### src/rtl/io_bus_unit.sv
// Memory-mapped IO peripheral: LED register, debounced button with switch-capture handshake,
// 8-digit hex display scanner and a free-running cycle counter.
module io_bus_unit #(
  parameter int unsigned DEBOUNCE_CYCLES = 500000,
  parameter int unsigned SCAN_DIV        = 4096
) (
  input  logic        clk,
  input  logic        rst,
  input  logic [7:0]  io_addr,
  input  logic [31:0] io_dout,
  input  logic        io_we,
  output logic [31:0] io_din,
  input  logic [15:0] sw,
  input  logic        btn,
  output logic [15:0] led,
  output logic [7:0]  an,
  output logic [3:0]  seg_hex
);

  localparam int unsigned DB_W  = $clog2(DEBOUNCE_CYCLES);
  localparam int unsigned DIV_W = (SCAN_DIV > 1) ? $clog2(SCAN_DIV) : 1;

  localparam logic [7:0] ADDR_LED    = 8'h00;
  localparam logic [7:0] ADDR_STATUS = 8'h04;
  localparam logic [7:0] ADDR_SWDATA = 8'h08;
  localparam logic [7:0] ADDR_SEG    = 8'h10;
  localparam logic [7:0] ADDR_CYCLES = 8'h18;

  logic             btn_s1, btn_s2;
  logic [15:0]      sw_s1, sw_s2;
  logic [1:0]       sync_fill;
  logic             press_block;
  logic             deb_level;
  logic [DB_W-1:0]  deb_cnt;
  logic             press;
  logic [15:0]      sw_latch;
  logic             in_valid, overrun;
  logic [31:0]      seg_data, cycles;
  logic [DIV_W-1:0] div_cnt;
  logic [2:0]       digit_idx;

  logic             wr_led, wr_status, wr_seg, wr_cycles;
  logic             deb_flip, div_wrap;
  logic [2:0]       idx_nx;
  logic [31:0]      seg_nx;

  // Write decode and next-state terms shared by several registers
  always_comb begin
    wr_led    = io_we && (io_addr == ADDR_LED);
    wr_status = io_we && (io_addr == ADDR_STATUS);
    wr_seg    = io_we && (io_addr == ADDR_SEG);
    wr_cycles = io_we && (io_addr == ADDR_CYCLES);
    deb_flip  = (btn_s2 != deb_level) && (deb_cnt == DB_W'(DEBOUNCE_CYCLES - 1));
    div_wrap  = (div_cnt == DIV_W'(SCAN_DIV - 1));
    idx_nx    = div_wrap ? digit_idx + 3'd1 : digit_idx;
    seg_nx    = wr_seg ? io_dout : seg_data;
  end

  // Read mux; reads have no side effects
  always_comb begin
    io_din = 32'h0;
    case (io_addr)
      ADDR_LED:    io_din = {16'h0, led};
      ADDR_STATUS: io_din = {30'h0, overrun, in_valid};
      ADDR_SWDATA: io_din = {16'h0, sw_latch};
      ADDR_SEG:    io_din = seg_data;
      ADDR_CYCLES: io_din = cycles;
      default:     io_din = 32'h0;
    endcase
  end

  always_ff @(posedge clk) begin
    if (rst) begin
      btn_s1      <= 1'b0;
      btn_s2      <= 1'b0;
      sw_s1       <= 16'h0;
      sw_s2       <= 16'h0;
      sync_fill   <= 2'b00;
      press_block <= 1'b1;
      deb_level   <= 1'b0;
      deb_cnt     <= '0;
      press       <= 1'b0;
      sw_latch    <= 16'h0;
      in_valid    <= 1'b0;
      overrun     <= 1'b0;
      led         <= 16'h0;
      seg_data    <= 32'h0;
      cycles      <= 32'h0;
      div_cnt     <= '0;
      digit_idx   <= 3'd0;
      an          <= 8'hFE;
      seg_hex     <= 4'h0;
    end else begin
      btn_s1    <= btn;
      btn_s2    <= btn_s1;
      sw_s1     <= sw;
      sw_s2     <= sw_s1;
      sync_fill <= {sync_fill[0], 1'b1};

      // A button held through reset stays blocked until it is seen released
      if (sync_fill[1] && !btn_s2) begin
        press_block <= 1'b0;
      end

      if (btn_s2 == deb_level) begin
        deb_cnt <= '0;
      end else if (deb_flip) begin
        deb_level <= ~deb_level;
        deb_cnt   <= '0;
      end else begin
        deb_cnt <= deb_cnt + DB_W'(1);
      end
      press <= deb_flip && !deb_level && !press_block;

      // A press coinciding with an ack is accepted as a fresh capture
      if (press) begin
        if (wr_status || !in_valid) begin
          sw_latch <= sw_s2;
          in_valid <= 1'b1;
          overrun  <= 1'b0;
        end else begin
          overrun <= 1'b1;
        end
      end else if (wr_status) begin
        in_valid <= 1'b0;
        overrun  <= 1'b0;
      end

      if (wr_led) begin
        led <= io_dout[15:0];
      end
      seg_data <= seg_nx;
      cycles   <= wr_cycles ? io_dout : cycles + 32'd1;

      // Display outputs follow the next index and data so a SEG write shows immediately
      div_cnt   <= div_wrap ? '0 : div_cnt + DIV_W'(1);
      digit_idx <= idx_nx;
      an        <= ~(8'd1 << idx_nx);
      seg_hex   <= seg_nx[{idx_nx, 2'b00} +: 4];
    end
  end

endmodule
### config.mk
export PLATFORM = sky130hd
export DESIGN_NAME = io_bus_unit
export DESIGN_NICKNAME = d
export VERILOG_FILES = /design/src/rtl/io_bus_unit.sv
export SDC_FILE = /design/constraint.sdc
export NUM_CORES = 1
export LEC_CHECK = 0
export ABC_AREA = 1
export BUFFER_PORTS_ARGS = -buffer_cell sky130_fd_sc_hd__buf_4
export CORE_ASPECT_RATIO = 1.5
export CORE_MARGIN = 1.5
export CORE_UTILIZATION = 40
export DETAILED_ROUTE_END_ITERATION = 8
export SLEW_MARGIN = 20
export SYNTH_ARGS = -nofsm -noshare
export SYNTH_HDL_FRONTEND = slang
export SYNTH_SLANG_ARGS = --single-unit
### constraint.sdc
create_clock -name clk -period 1.9 [get_ports clk]
set_input_delay 0.19 -clock clk [delete_from_list [all_inputs] [get_ports clk]]
set_output_delay 0.19 -clock clk [all_outputs]
set_load 0.02 [all_outputs]
[After elaboration in Yosys (flattened, before gate mapping)]
Index checks and enable logic that the tools add are counted.
Word-level totals
  logic and storage cells: 68
  output and inout bits: 60
  input bits: 60
  register bits: 183
Cells by class
  reductions and logical operators: 20
  shifts and indexed selects: 2
  bitwise logic cells: 3
  equal/unequal tests: 9
  add/subtract/negate cells: 4
  mux-type cells: 10
Operators with widths (count)
  $pmux 32 s5: 1
  $mux 32: 2
  $add 32x1->32 const B: 1
  $shiftx 32x6->4: 1
  $add 19x1->19 const B: 1
  $eq 19x19->1 const B: 1
  $eq 8x5->1 const B: 2
  $add 12x1->12 const B: 1
  $eq 12x12->1 const B: 1
  $eq 8x3->1 const B: 1
  $eq 8x4->1 const B: 1
  $logic_and 1x1->1: 8
  $logic_not 8->1: 1
  $not 8->8: 1
  $shl 1x3->8 const A: 1
  $mux 1: 6
  $reduce_and 2->1: 3
  $logic_not 1->1: 4
  $add 3x1->3 const B: 1
  $mux 3: 1
  $reduce_or 3->1: 1
  $ne 2x1->1 const B: 1
  $not 1->1: 2
  $reduce_bool 2->1: 1
  other kinds (4): 4

[Logic depth before layout (Yosys ltp)]
  depth after elaboration: 5
  depth in mapped cells: 13
  depth with buffers taken out: 12

[Worst setup path after synthesis]
OpenSTA, ideal clock, no wires.
  kind: register -> register
  start: register div_cnt[0]
  end: register seg_hex[0]
  setup slack: 0.310 ns
  data required time: 1.787 ns
  stages on the path, launching flop included: 10
  clock period less this slack: 1.590 ns
  arrival time: 1.478 ns
  path buffers: 0
  setup time: 0.113 ns
  cell sequence: dfxtp_1 ha_1 nand2_1 nor2_4 nand3_4 nor2_4 xor2_4 nor2_1 nand2_1 nand2_1
On the way
  cells in the longest elaborated chain, start to end: 3
Ends and longest elaborated chain
  start: declaration: line 39  | logic [DIV_W-1:0] div_cnt;
  start signal: assignment: line 136  | div_cnt <= div_wrap ? '0 : div_cnt + DIV_W'(1);
  $eq 12x12->1: line 54  | div_wrap = (div_cnt == DIV_W'(SCAN_DIV - 1));
  $mux 3: line 55  | idx_nx = div_wrap ? digit_idx + 3'd1 : digit_idx;
  $shiftx 32x6->4: line 139  | seg_hex <= seg_nx[{idx_nx, 2'b00} +: 4];
  end signal: assignment: line 139
  end: declaration: line 17  | output logic [3:0] seg_hex
Every way passes these cells.
A chain may end at the register's enable or synchronous reset.

[Worst setup path after layout]
  start: register cycles[13]
  end: output io_din[13]
On the way
  cells in the longest elaborated chain, start to end: 1
Ends and longest elaborated chain
  start: declaration: line 38  | logic [31:0] seg_data, cycles;
  start signal: assignment: line 133  | cycles <= wr_cycles ? io_dout : cycles + 32'd1;
  $pmux 32 s5: line 62  | case (io_addr)
  end: declaration: line 12  | output logic [31:0] io_din,
Every way passes these cells.

==> run metrics <==
status=finished, final reports clean; PwrDens=713.4 nW/µm²; largest net degree at the start of global routing=81; Num CTS Buffers=17; DIE AREA=22320 µm²; Synth Cell Area=8566 µm²; hold crit path type=primary input to flip-flop; Post-Synthesis Cells=1245; Yosys cell types=43; clk buf depth=2; Fin. Hold Viols=0; grt ovf=0; Top Family by Delay on Critical Path=flip-flops; routed length per instance=15.08 µm; die width=122.5 µm; initial DRC count=591; clock skew=0.01243 ns; CP Data Required Time=1.71 ns; Final Max Slew Viols=0; GPL Wtd Cong=0.9116; CP bufs+invs=3; achievable clock frequency=560.2 MHz; synth warn=0; slowest stage cell, crit path=dfxtp_1; Synth Register Bits=183; Slew headroom=66.22%; crit path max fanout=3; Worst-Margin Slew=0.5061 ns; TritonRoute pass-1 iters=5; Setup crit start kind=flip-flop; Tmin final=1.785 ns; Detail Route Antenna Nets=0; # Post-CTS Setup Buffers=0; Tcrit/Tclk final=93.96%; DP HPWL=19070 µm; dpl cells=1621; CTS tree=done; Final nets=1460; share of layout cells above drive strength 1=16.41%; number of H-tree levels=4; Post-DP Area=9955 µm²; Clock Tree Root=clkbuf_16; Routed WL=25270 µm; Area Overhead vs Synth=25.78%; Tot Pwr=7686 µW; # DRC=0; Die Ht=182.2 µm; Post-Syn Nets=1309; final cell count without fillers=1676; crit path kind=flip-flop to output port; vias in the first global route=7881; Core Area=21060 µm²; Vias/cell=5.014; diode count=0; peak supply drop=0.6139 mV; Starting Density=40.67%; first-pass GRT wire length=39610 µm; register area share after synthesis=42.77%; CP max stage delay=0.37 ns; GRT Resource Usage Total=23.18%; Worst EP arrival=1.60 ns; PortBufs=119; worst hold slack=0.02079 ns; CP endpoint kind=output port; pre-CTS WS=0.09396 ns; endpoints failing setup=0; Max-Cap Viols=0; final setup margin=0.1148 ns; Row Count=65; cell mode on critical path=buf_4; I/O pin count=120; Avg Inst Size Synth=6.880 µm²; final instance area=10770 µm²; Worst-Skew Late Latency=0.44 ns; Reg clk slew, reported paths=0.08 ns; Via Count=8403; antenna violations before repair=0; Leak=0.004744 µW; Cell Chain, Critical Path=inv_1 > buf_4 > o22ai_1 > a21oi_1 > nand2_1 > buf_4; clk sinks=183
-- power by group --
group          leakage (µW)  switching [µW]  internal [µW]
sequential          0.00148            23.3           3880
clock              0.000271            1680           1730
combinational       0.00299             195            173
total               0.00474            1900           5790
-- flip-flops by register name, indices dropped and copies added (netlist names), 2 cells and up --
name and cells:
cycles 32, seg_data 32, deb_cnt 19, led 16, sw_latch 16, sw_s1 16, sw_s2 16, div_cnt 12
an 8, seg_hex 4, digit_idx 3, sync_fill 2
-- final cells by class --
type / count / area (µm²)
clock buffers: 17 / 425.4
clock inverters: 14 / 133.9
multi-input cells: 847 / 4073
well taps: 268 / 335.3
fillers: 2099 / 10290
inverters: 163 / 614.3
repair buffers: 184 / 1529
flip-flops and latches: 183 / 3664
-- layer usage --
| metal | vias to the layer above | global-route usage (%) | wire, µm |
|---|---|---|---|
| met2 | 242 | 39.51 | 12590 |
| met5 | - | 0 | 0 |
| li1 | 4250 | - | - |
| met1 | 3851 | 26.90 | 10070 |
| met3 | 60 | 3.594 | 1193 |
| met4 | 0 | 14.14 | 1411 |
-- layout by cell type (no fill, tap or decap), types with 2 or more instances in the layout --
cell and n:
nor3b_1 3, ha_1 4, inv_1 159, inv_2 3, nand3_1 101, o211ai_1 4
o21ai_1 2, clkinvlp_4 2, o2111ai_1 5, inv_8 4, nand2_1 319, dfxtp_1 183
nor2_4 8, o21ai_0 52, nand2_2 6, nand3b_1 5, nor3_1 21, nand4_1 20
nand2_4 2, nor2_1 147, inv_6 4, nor3_2 5, or3_1 2, a31oi_1 4
or2_0 2, buf_4 153, xor2_1 19, clkinv_4 2, dlygate4sd3_1 24, xnor2_1 5
nor4_1 2, o22ai_1 14, nand3_2 3, clkbuf_16 17, buf_12 7, nor2_2 6
a21oi_1 77
-- stage by stage --
step,utilization [%],setup TNS (ns)
3_3_place_gp,47.26,0
2_1_floorplan,-,0
6_report,51.15,0
3_5_place_dp,47.26,0
5_1_grt,51.15,-0.01618
4_1_cts,51.05,0
-- synth_stat cells (all sizes together) --
master / number / area share (%)
nand2: 327 / 15
dfxtp: 183 / 43
inv: 163 / 7.2
nor2: 162 / 8.1
nand3: 105 / 6.5
a21oi: 78 / 4.6
o21ai: 55 / 3.3
clkbuf: 30 / 1.3
nor3: 26 / 1.8
buf: 22 / 1.5
nand4: 20 / 1.5
xor2: 20 / 2.3
o22ai: 14 / 1.0
nand3b: 5 / 0.44
o2111ai: 5 / 0.51
xnor2: 5 / 0.51
a31oi: 4 / 0.29
ha: 4 / 0.58
o211ai: 4 / 0.35
nor3b: 3 / 0.26
or2: 3 / 0.25
nor4: 2 / 0.15
or3: 2 / 0.15
a211oi: 1 / 0.088
a21o: 1 / 0.088
and3: 1 / 0.073
-- worst reg2reg max path, delay by kind of cell, from the launching register on --
family	cells	cell delay (ns)
AND/OR/NAND/NOR	7	0.77
flip-flops	1	0.36
XOR/XNOR	1	0.16
adder cells (fa/ha/maj)	1	0.17
buffers and inverters	2	0.20
-- worst paths after layout --
path                          from                     to  slack [ns]  depth (start not counted)
max          cycles[13]$_SDFF_PP0_             io_din[13]        0.11                          6
min                    io_dout[11]   led[11]$_SDFFE_PP0P_        0.02                          3
max reg2reg  div_cnt[0]$_SDFF_PP0_  seg_hex[1]$_SDFF_PP0_        0.16                         11
min reg2reg   sw_s1[12]$_SDFF_PP0_   sw_s2[12]$_SDFF_PP0_        0.40                          2
-- what timing repair did --
item | CTS | global route
resized for setup | 0 | 4
hold endpoints to repair | 24 | 0
endpoints found under the setup margin | 0 | 6
hold buffers | 24 | 0
-- kinds of logic after synthesis --
logic type / Yosys count / synth area share, %
xor gates and xnor gates: 25 / 2.775
adders and majority gates: 4 / 0.5843
DFF: 183 / 42.77
buffers and inverters: 215 / 10.01
AOI/OAI and AO/OA: 162 / 10.21
and+or+nand+nor: 656 / 33.65
No activity file was read; power rests on OpenSTA's default activity.
